File: src/rtl/address_lookup_scheduler.sv
// address_lookup_scheduler
//   Shared MAC address table for a PORT_NUMBER-port switch. A round-robin arbiter accepts one
//   {source MAC, destination MAC} request at a time. The block looks up the destination, learns
//   the source against the granted port, and returns an egress port mask. The response pulse
//   comes exactly three cycles after the grant pulse.
//
//   Optional feature macro: ADDRESS_AGING_EN. When defined, entries that are not refreshed for
//   two AGE_PERIOD sweeps are invalidated. When undefined, entries leave the table only by flush
//   or by victim replacement.
//
// Ports
//   clock               rising-edge clock
//   reset               asynchronous reset, active low
//   request_valid       per-port pending request
//   request_source_mac  per-port source MAC (held until request_ready)
//   request_destin_mac  per-port destination MAC (held until request_ready)
//   request_ready       per-port one-cycle grant pulse
//   response_valid      per-port one-cycle response pulse
//   response_hit        destination found in table (qualified by response_valid)
//   response_port_mask  egress port mask (qualified by response_valid)
//   table_flush         level request to invalidate every entry (honoured in idle)
//   entry_count         number of valid entries
module address_lookup_scheduler #(
  parameter int unsigned PORT_NUMBER  = 4,
  parameter int unsigned ENTRY_NUMBER = 16
`ifdef ADDRESS_AGING_EN
  ,
  parameter int unsigned AGE_PERIOD   = 1000000
`endif
) (
  input  logic                                clock,
  input  logic                                reset,
  input  logic [PORT_NUMBER-1:0]              request_valid,
  input  logic [PORT_NUMBER-1:0][47:0]        request_source_mac,
  input  logic [PORT_NUMBER-1:0][47:0]        request_destin_mac,
  output logic [PORT_NUMBER-1:0]              request_ready,
  output logic [PORT_NUMBER-1:0]              response_valid,
  output logic                                response_hit,
  output logic [PORT_NUMBER-1:0]              response_port_mask,
  input  logic                                table_flush,
  output logic [$clog2(ENTRY_NUMBER+1)-1:0]   entry_count
);

  localparam int unsigned PtrW   = (PORT_NUMBER > 1) ? $clog2(PORT_NUMBER) : 1;
  localparam int unsigned PtrW1  = PtrW + 1;
  localparam int unsigned IdxW   = (ENTRY_NUMBER > 1) ? $clog2(ENTRY_NUMBER) : 1;
  localparam int unsigned CountW = $clog2(ENTRY_NUMBER + 1);

  typedef enum logic [2:0] {StIdle, StGrant, StLookup, StLearn, StRespond} state_e;

  state_e                   state_q, state_d;
  logic [PtrW-1:0]          ptr_q, ptr_d;
  logic [PtrW-1:0]          grant_q, grant_d;
  logic [47:0]              src_q, src_d;
  logic [47:0]              dst_q, dst_d;
  logic                     hit_q, hit_d;
  logic [PORT_NUMBER-1:0]   mask_q, mask_d;
  logic [IdxW-1:0]          victim_q, victim_d;
  logic [CountW-1:0]        count_q, count_d;

  logic [ENTRY_NUMBER-1:0]  valid_q;
  logic [47:0]              mac_q  [ENTRY_NUMBER];
  logic [PtrW-1:0]          port_q [ENTRY_NUMBER];

  logic                     rr_found;
  logic [PtrW-1:0]          rr_idx;
  logic [PtrW:0]            cand;
  logic                     dst_hit, src_hit, free_found;
  logic [PtrW-1:0]          dst_port;
  logic [IdxW-1:0]          src_idx, free_idx, write_idx;
  logic                     do_flush, do_sweep, learn_en, write_new;
  logic [PORT_NUMBER-1:0]   self_mask, dst_onehot;
  logic [CountW-1:0]        survivors;
  logic                     sweep_pending;

`ifdef ADDRESS_AGING_EN
  localparam int unsigned AgeW = (AGE_PERIOD > 1) ? $clog2(AGE_PERIOD) : 1;

  logic [ENTRY_NUMBER-1:0]  active_q;
  logic [AgeW-1:0]          age_cnt_q;
  logic                     sweep_pending_q;

  assign sweep_pending = sweep_pending_q;

  always_ff @(posedge clock or negedge reset) begin
    if (!reset) begin
      age_cnt_q       <= '0;
      sweep_pending_q <= 1'b0;
    end else begin
      if (age_cnt_q == AgeW'(AGE_PERIOD - 1)) begin
        age_cnt_q       <= '0;
        sweep_pending_q <= 1'b1;
      end else begin
        age_cnt_q <= age_cnt_q + 1'b1;
        if (do_sweep) sweep_pending_q <= 1'b0;
      end
    end
  end

  always_ff @(posedge clock or negedge reset) begin
    if (!reset) begin
      active_q <= '0;
    end else if (do_flush || do_sweep) begin
      active_q <= '0;
    end else if (learn_en) begin
      active_q[write_idx] <= 1'b1;
    end
  end

  // Entries that survive a sweep: valid and touched since the previous sweep.
  always_comb begin
    survivors = '0;
    for (int e = 0; e < ENTRY_NUMBER; e++) begin
      survivors = survivors + CountW'(valid_q[e] & active_q[e]);
    end
  end
`else
  assign sweep_pending = 1'b0;
  assign survivors     = count_q;
`endif

  // Round-robin search starting at ptr_q.
  always_comb begin
    rr_found = 1'b0;
    rr_idx   = '0;
    cand     = '0;
    for (int i = 0; i < PORT_NUMBER; i++) begin
      cand = {1'b0, ptr_q} + PtrW1'(i);
      if (cand >= PtrW1'(PORT_NUMBER)) cand = cand - PtrW1'(PORT_NUMBER);
      if (!rr_found && request_valid[cand[PtrW-1:0]]) begin
        rr_found = 1'b1;
        rr_idx   = cand[PtrW-1:0];
      end
    end
  end

  // Parallel table search: destination match, source match and lowest free slot.
  always_comb begin
    dst_hit    = 1'b0;
    dst_port   = '0;
    src_hit    = 1'b0;
    src_idx    = '0;
    free_found = 1'b0;
    free_idx   = '0;
    for (int e = 0; e < ENTRY_NUMBER; e++) begin
      if (valid_q[e] && (mac_q[e] == dst_q)) begin
        dst_hit  = 1'b1;
        dst_port = port_q[e];
      end
      if (valid_q[e] && (mac_q[e] == src_q)) begin
        src_hit = 1'b1;
        src_idx = IdxW'(e);
      end
      if (!valid_q[e] && !free_found) begin
        free_found = 1'b1;
        free_idx   = IdxW'(e);
      end
    end
  end

  // Table control strobes.
  always_comb begin
    do_flush  = (state_q == StIdle) && table_flush;
    do_sweep  = (state_q == StIdle) && !table_flush && sweep_pending;
    learn_en  = (state_q == StLearn) && !src_q[40];
    write_new = learn_en && !src_hit;
    if (src_hit)         write_idx = src_idx;
    else if (free_found) write_idx = free_idx;
    else                 write_idx = victim_q;
  end

  // FSM next state.
  always_comb begin
    state_d = state_q;
    unique case (state_q)
      StIdle:    if (!table_flush && !sweep_pending && rr_found) state_d = StGrant;
      StGrant:   state_d = StLookup;
      StLookup:  state_d = StLearn;
      StLearn:   state_d = StRespond;
      StRespond: state_d = StIdle;
      default:   state_d = StIdle;
    endcase
  end

  // Datapath next state.
  always_comb begin
    grant_d    = grant_q;
    ptr_d      = ptr_q;
    src_d      = src_q;
    dst_d      = dst_q;
    hit_d      = hit_q;
    mask_d     = mask_q;
    victim_d   = victim_q;
    count_d    = count_q;
    self_mask  = '0;
    dst_onehot = '0;
    self_mask[grant_q]  = 1'b1;
    dst_onehot[dst_port] = 1'b1;

    if ((state_q == StIdle) && (state_d == StGrant)) grant_d = rr_idx;

    if (state_q == StGrant) begin
      src_d = request_source_mac[grant_q];
      dst_d = request_destin_mac[grant_q];
      ptr_d = (grant_q == PtrW'(PORT_NUMBER - 1)) ? '0 : grant_q + 1'b1;
    end

    // Lookup sees the table as it was before this request's learn.
    if (state_q == StLookup) begin
      if (dst_q[40] || !dst_hit) begin
        hit_d  = 1'b0;
        mask_d = ~self_mask;
      end else if (dst_port == grant_q) begin
        hit_d  = 1'b1;
        mask_d = '0;
      end else begin
        hit_d  = 1'b1;
        mask_d = dst_onehot;
      end
    end

    if (do_flush) begin
      count_d  = '0;
      victim_d = '0;
    end else if (do_sweep) begin
      count_d = survivors;
    end else if (write_new) begin
      if (free_found) begin
        count_d = count_q + 1'b1;
      end else begin
        victim_d = (victim_q == IdxW'(ENTRY_NUMBER - 1)) ? '0 : victim_q + 1'b1;
      end
    end
  end

  always_ff @(posedge clock or negedge reset) begin
    if (!reset) begin
      state_q  <= StIdle;
      ptr_q    <= '0;
      grant_q  <= '0;
      src_q    <= '0;
      dst_q    <= '0;
      hit_q    <= 1'b0;
      mask_q   <= '0;
      victim_q <= '0;
      count_q  <= '0;
    end else begin
      state_q  <= state_d;
      ptr_q    <= ptr_d;
      grant_q  <= grant_d;
      src_q    <= src_d;
      dst_q    <= dst_d;
      hit_q    <= hit_d;
      mask_q   <= mask_d;
      victim_q <= victim_d;
      count_q  <= count_d;
    end
  end

  always_ff @(posedge clock or negedge reset) begin
    if (!reset) begin
      valid_q <= '0;
      for (int e = 0; e < ENTRY_NUMBER; e++) begin
        mac_q[e]  <= '0;
        port_q[e] <= '0;
      end
    end else if (do_flush) begin
      valid_q <= '0;
`ifdef ADDRESS_AGING_EN
    end else if (do_sweep) begin
      valid_q <= valid_q & active_q;
`endif
    end else if (learn_en) begin
      // A station move rewrites the same MAC, so no duplicate can appear.
      valid_q[write_idx] <= 1'b1;
      mac_q[write_idx]   <= src_q;
      port_q[write_idx]  <= grant_q;
    end
  end

  // Outputs.
  always_comb begin
    request_ready      = '0;
    response_valid     = '0;
    response_hit       = 1'b0;
    response_port_mask = '0;
    if (state_q == StGrant) request_ready[grant_q] = 1'b1;
    if (state_q == StRespond) begin
      response_valid[grant_q] = 1'b1;
      response_hit            = hit_q;
      response_port_mask      = mask_q;
    end
  end

  assign entry_count = count_q;

endmodule

File: config.mk
export PLATFORM = sky130hd
export DESIGN_NAME = address_lookup_scheduler
export DESIGN_NICKNAME = d
export VERILOG_FILES = /design/src/rtl/address_lookup_scheduler.sv
export SDC_FILE = /design/constraint.sdc
export NUM_CORES = 2
export LEC_CHECK = 0
export CAP_MARGIN = 30
export CORE_MARGIN = 2
export CORE_UTILIZATION = 55
export DETAILED_ROUTE_END_ITERATION = 6
export MAX_ROUTING_LAYER = met4
export PLACE_DENSITY = 0.75
export SYNTH_ARGS = -nofsm -noshare
export SYNTH_HDL_FRONTEND = slang
export SYNTH_SLANG_ARGS = --single-unit
File: constraint.sdc
create_clock -name clock -period 5.7 [get_ports clock]
set_clock_uncertainty 0.1 [all_clocks]
set_input_delay 1.14 -clock clock [delete_from_list [all_inputs] [get_ports clock]]
set_output_delay 1.14 -clock clock [all_outputs]
set_load 0.01 [all_outputs]
==> impl_metrics.yaml <==
timing:
  finalHoldViolations: 0
  fin_tns_setup_ns: 0
  relSlewSlack_pct: 19.8
  drv_slew: 0
  finalSetupViolCount: 0
  worst_pin_slew_ns: 1.20
  fin_crit_ns: 5.44
  fmax_mhz: 184
  timing.final.crit_share_pct: 95.5
  rsz0062_at_grt: "false"
synth:
  synth_seq_cells: 933
  synth_top_area_share_pct: 39.3
  avgSynthCellArea_sq_um: 10.8
  synth_area_sq_um: 59500
  synthTopCellsByArea: "dfrtp_1 39%, mux2_2 14%, xnor2_1 10%"
  synth-simple-area-share_pct: 13.8
  synth_compound_area_share_pct: 3.73
  synth_ff_type: "dfrtp_1"
  netlist_instances: 5486
  synth.largest_area_cell: "dfrtp_1"
  synth_cell_types: 83
  synth_edf_count: 0
  ys_warn_count: 0
  muxShareOfSynthArea_pct: 19.2
  async_flop_share_pct: 100
  syn-num-nets: 5883
  synth_top_family_by_area: "XOR/XNOR gates"
  synth_xor_area_share_pct: 19.9
  seq_area_frac_synth_pct: 39.3
  synth_fa_ha_area_share_pct: 0.126
power_and_ir_drop:
  pwr-share-comb_pct: 51.2
  seq_power_share_pct: 29.1
  leakage_nw: 31.6
  swShare_pct: 50.5
  peakVddDrop_uv: 849
  powerDensity_nw_per_um2: 546
  p_int_mw: 19.2
  clkPwrFrac_pct: 19.7
  p_sw_mw: 19.6
drt:
  vias: 51793
  wl_per_cell_um: 38.7
  postRouteAntennaNets: 0
  dr.pass1.iters: 6
  drt_iter0_markers: 6960
  drt-total-wl_mm: 289
  routed_via_density: 6.94
  route.detailed.drc: 0
cts:
  cts_buffer_depth: 3
  cts_tree: "built"
  cts_max_level: 3
  cts_setup_buffers: 0
  cts_root_buf: "clkbuf_16"
  path_clk_slew_ns: 0.06
  cts_made_buffers: 106
  cts_sinks: 933
  ctsResizeCount: 0
  insertion_delay_ns: 0.72
  hold_buffers: 0
critical_path:
  path_cells: "xor2_1, or4_1, nor2_1, nand3_1, o22ai_1, or3_1, or4_1, nand2_1, nor4b_4, buf_12, mux2_2"
  cp.arrival_ns: 5.94
  slowest_delay_ns: 1.12
  path_class: "reg -> reg"
  end_kind: "register"
  slowest_stage: "dfrtp_2"
  crit_required_ns: 6.19
  critPathMaxFanout: 51
  path_buf_inv: 1
  cp_top_family: "simple AND/OR/NAND/NOR gates"
  path_common_cell: "or4_1"
  start_kind: "register"
cells_and_area:
  nNetsFinal: 6344
  area_growth_syn_to_layout_pct: 19.5
  fill_cells: 8427
  final_util_pct: 66.3
  drive_gt1_share_pct: 24.3
hold_path:
  holdCritPathClass: "in -> async"
grt:
  grt_max_degree: 120
  overflow: 0
  grt_use_total_pct: 53.0
  antenna_found_initial: 21
  grt_pass1_wl_mm: 397
  first_global_vias: 50581
floorplan:
  die_h_um: 333
  die-width_um: 333
  core_sq_um: 107000
  dieArea_sq_um: 111000
  rows: 120
  ioPinCount: 409
  initial_core_util_pct: 55.5
run:
  cap_viol_max_count: 0
run_status:
  status: "complete, no violations"
placement:
  port_buffers: 408
  place.gp.congestion: 1.10
  hpwl_mm: 213
## state kept, by name, indices dropped and copies added (netlist names)
| register | cells |
|---|---|
| state_q | 3 |
| grant_q | 2 |
| dst_q | 48 |
| valid_q | 16 |
| victim_q | 4 |
| mac_q | 768 |
| src_q | 48 |
| port_q | 32 |
| ptr_q | 2 |
| hit_q | 1 |
| entry_count | 5 |
| mask_q | 4 |
## synth_stat cells (15+ instances only)
| master | number |
|---|---|
| dfrtp_1 | 933 |
| mux2_2 | 715 |
| xnor2_1 | 677 |
| xor2_1 | 675 |
| nand4_1 | 266 |
| nor4_1 | 244 |
| clkbuf_1 | 234 |
| nand2b_1 | 202 |
| nand2_1 | 174 |
| inv_1 | 137 |
| buf_2 | 128 |
| nand3_1 | 99 |
| mux4_2 | 96 |
| o21ai_0 | 89 |
| nor3_1 | 88 |
| nor2_1 | 79 |
| mux2_1 | 66 |
| mux2i_1 | 49 |
| nor2b_1 | 41 |
| o22ai_1 | 41 |
| o2111ai_1 | 40 |
| or4_1 | 39 |
| buf_1 | 38 |
| and2_1 | 30 |
| or3_1 | 21 |
| nor4b_1 | 19 |
| a21oi_1 | 17 |
| nand4b_1 | 16 |
| and4_1 | 15 |
## power by group through the flow
stage	logic (mW)	clock network [mW]	registers, mW
2_1_floorplan	11.2	0	8.08
3_3_place_gp	18.5	0	11.1
3_5_place_dp	18.6	0	11.0
4_1_cts	18.7	7.61	10.9
5_1_grt	20.0	7.88	11.0
6_report	19.9	7.65	11.3
## final cells by class
type	instances	area [sq um]	share of cell area, %
Inverter	139	522	0.734
Multi-Input combinational cell	3997	33900	47.7
Timing Repair Buffer	770	7590	10.7
Clock inverter	55	766	1.08
Sequential cell	933	23400	33.0
Clock buffer	143	3070	4.31
Antenna cell	20	50.0	0.0704
Tap cell	1403	1760	2.47
## per-layer routing
layer	vias to the layer above	part of all wire, %	GRT usage, %
met3	1363	14	18.8
li1	20416	-	-
met5	-	0	-
met1	25918	36	64.3
met2	4096	40	71.5
met4	0	10	40.9
## stage by stage
| step | total power, mW | setup WS [ns] | area [sq um] | hold WS, ns | instances |
|---|---|---|---|---|---|
| after floorplan | 19.3 | 1.66 | 59500 | 0.339 | 5486 |
| after global placement | 29.5 | 0.659 | 67000 | 0.357 | 7237 |
| after detailed placement | 29.6 | 0.643 | 67100 | 0.377 | 7239 |
| after CTS | 37.3 | 0.632 | 70900 | 0.391 | 7437 |
| after global routing | 38.9 | 0.382 | 71000 | 0.403 | 7451 |
| final | 38.8 | 0.258 | 71100 | 0.359 | 7460 |
## kinds of logic after synthesis
logic type / count (synthesis)
AO/OA/AOI/OAI: 312
XOR/XNOR: 1352
adder cells (fa/ha/maj): 6
buffers and inverters: 556
flip-flops: 933
multiplexers: 926
AND/OR/NAND/NOR: 1401
## path summary, 6_finish.rpt
check | start | end | slack, ns | depth (start not counted)
max | src_q[31] | mac_q[249] | 0.26 | 11
min | reset | mac_q[630] | 0.36 | 1
max reg2reg | src_q[31] | mac_q[249] | 0.26 | 11
min reg2reg | port_q[17] | port_q[17] | 0.41 | 1
max in group asynchronous | reset | dst_q[34] | 3.67 | 2
min in group clock | port_q[17] | port_q[17] | 0.41 | 1
## cells in the final DEF, fill, tap and decap left out, types with 41 or more instances in the layout
cell type	netlist	routed
xnor2_1	677	677
buf_4	12	302
nor2_1	79	79
mux2i_1	49	49
clkbuf_16	0	109
mux2_1	66	66
nor3_1	88	85
clkdlybuf4s50_1	0	407
nand4_1	266	266
mux4_2	96	96
nor2b_1	41	41
o22ai_1	41	41
o21ai_0	89	89
buf_12	0	56
dfrtp_2	0	64
mux2_2	715	715
xor2_1	675	675
inv_1	137	137
dfrtp_1	933	867
nand2_1	174	174
nor4_1	244	244
nand3_1	99	93
nand2b_1	202	202
Note: power is estimated with default switching activity, not from simulation.
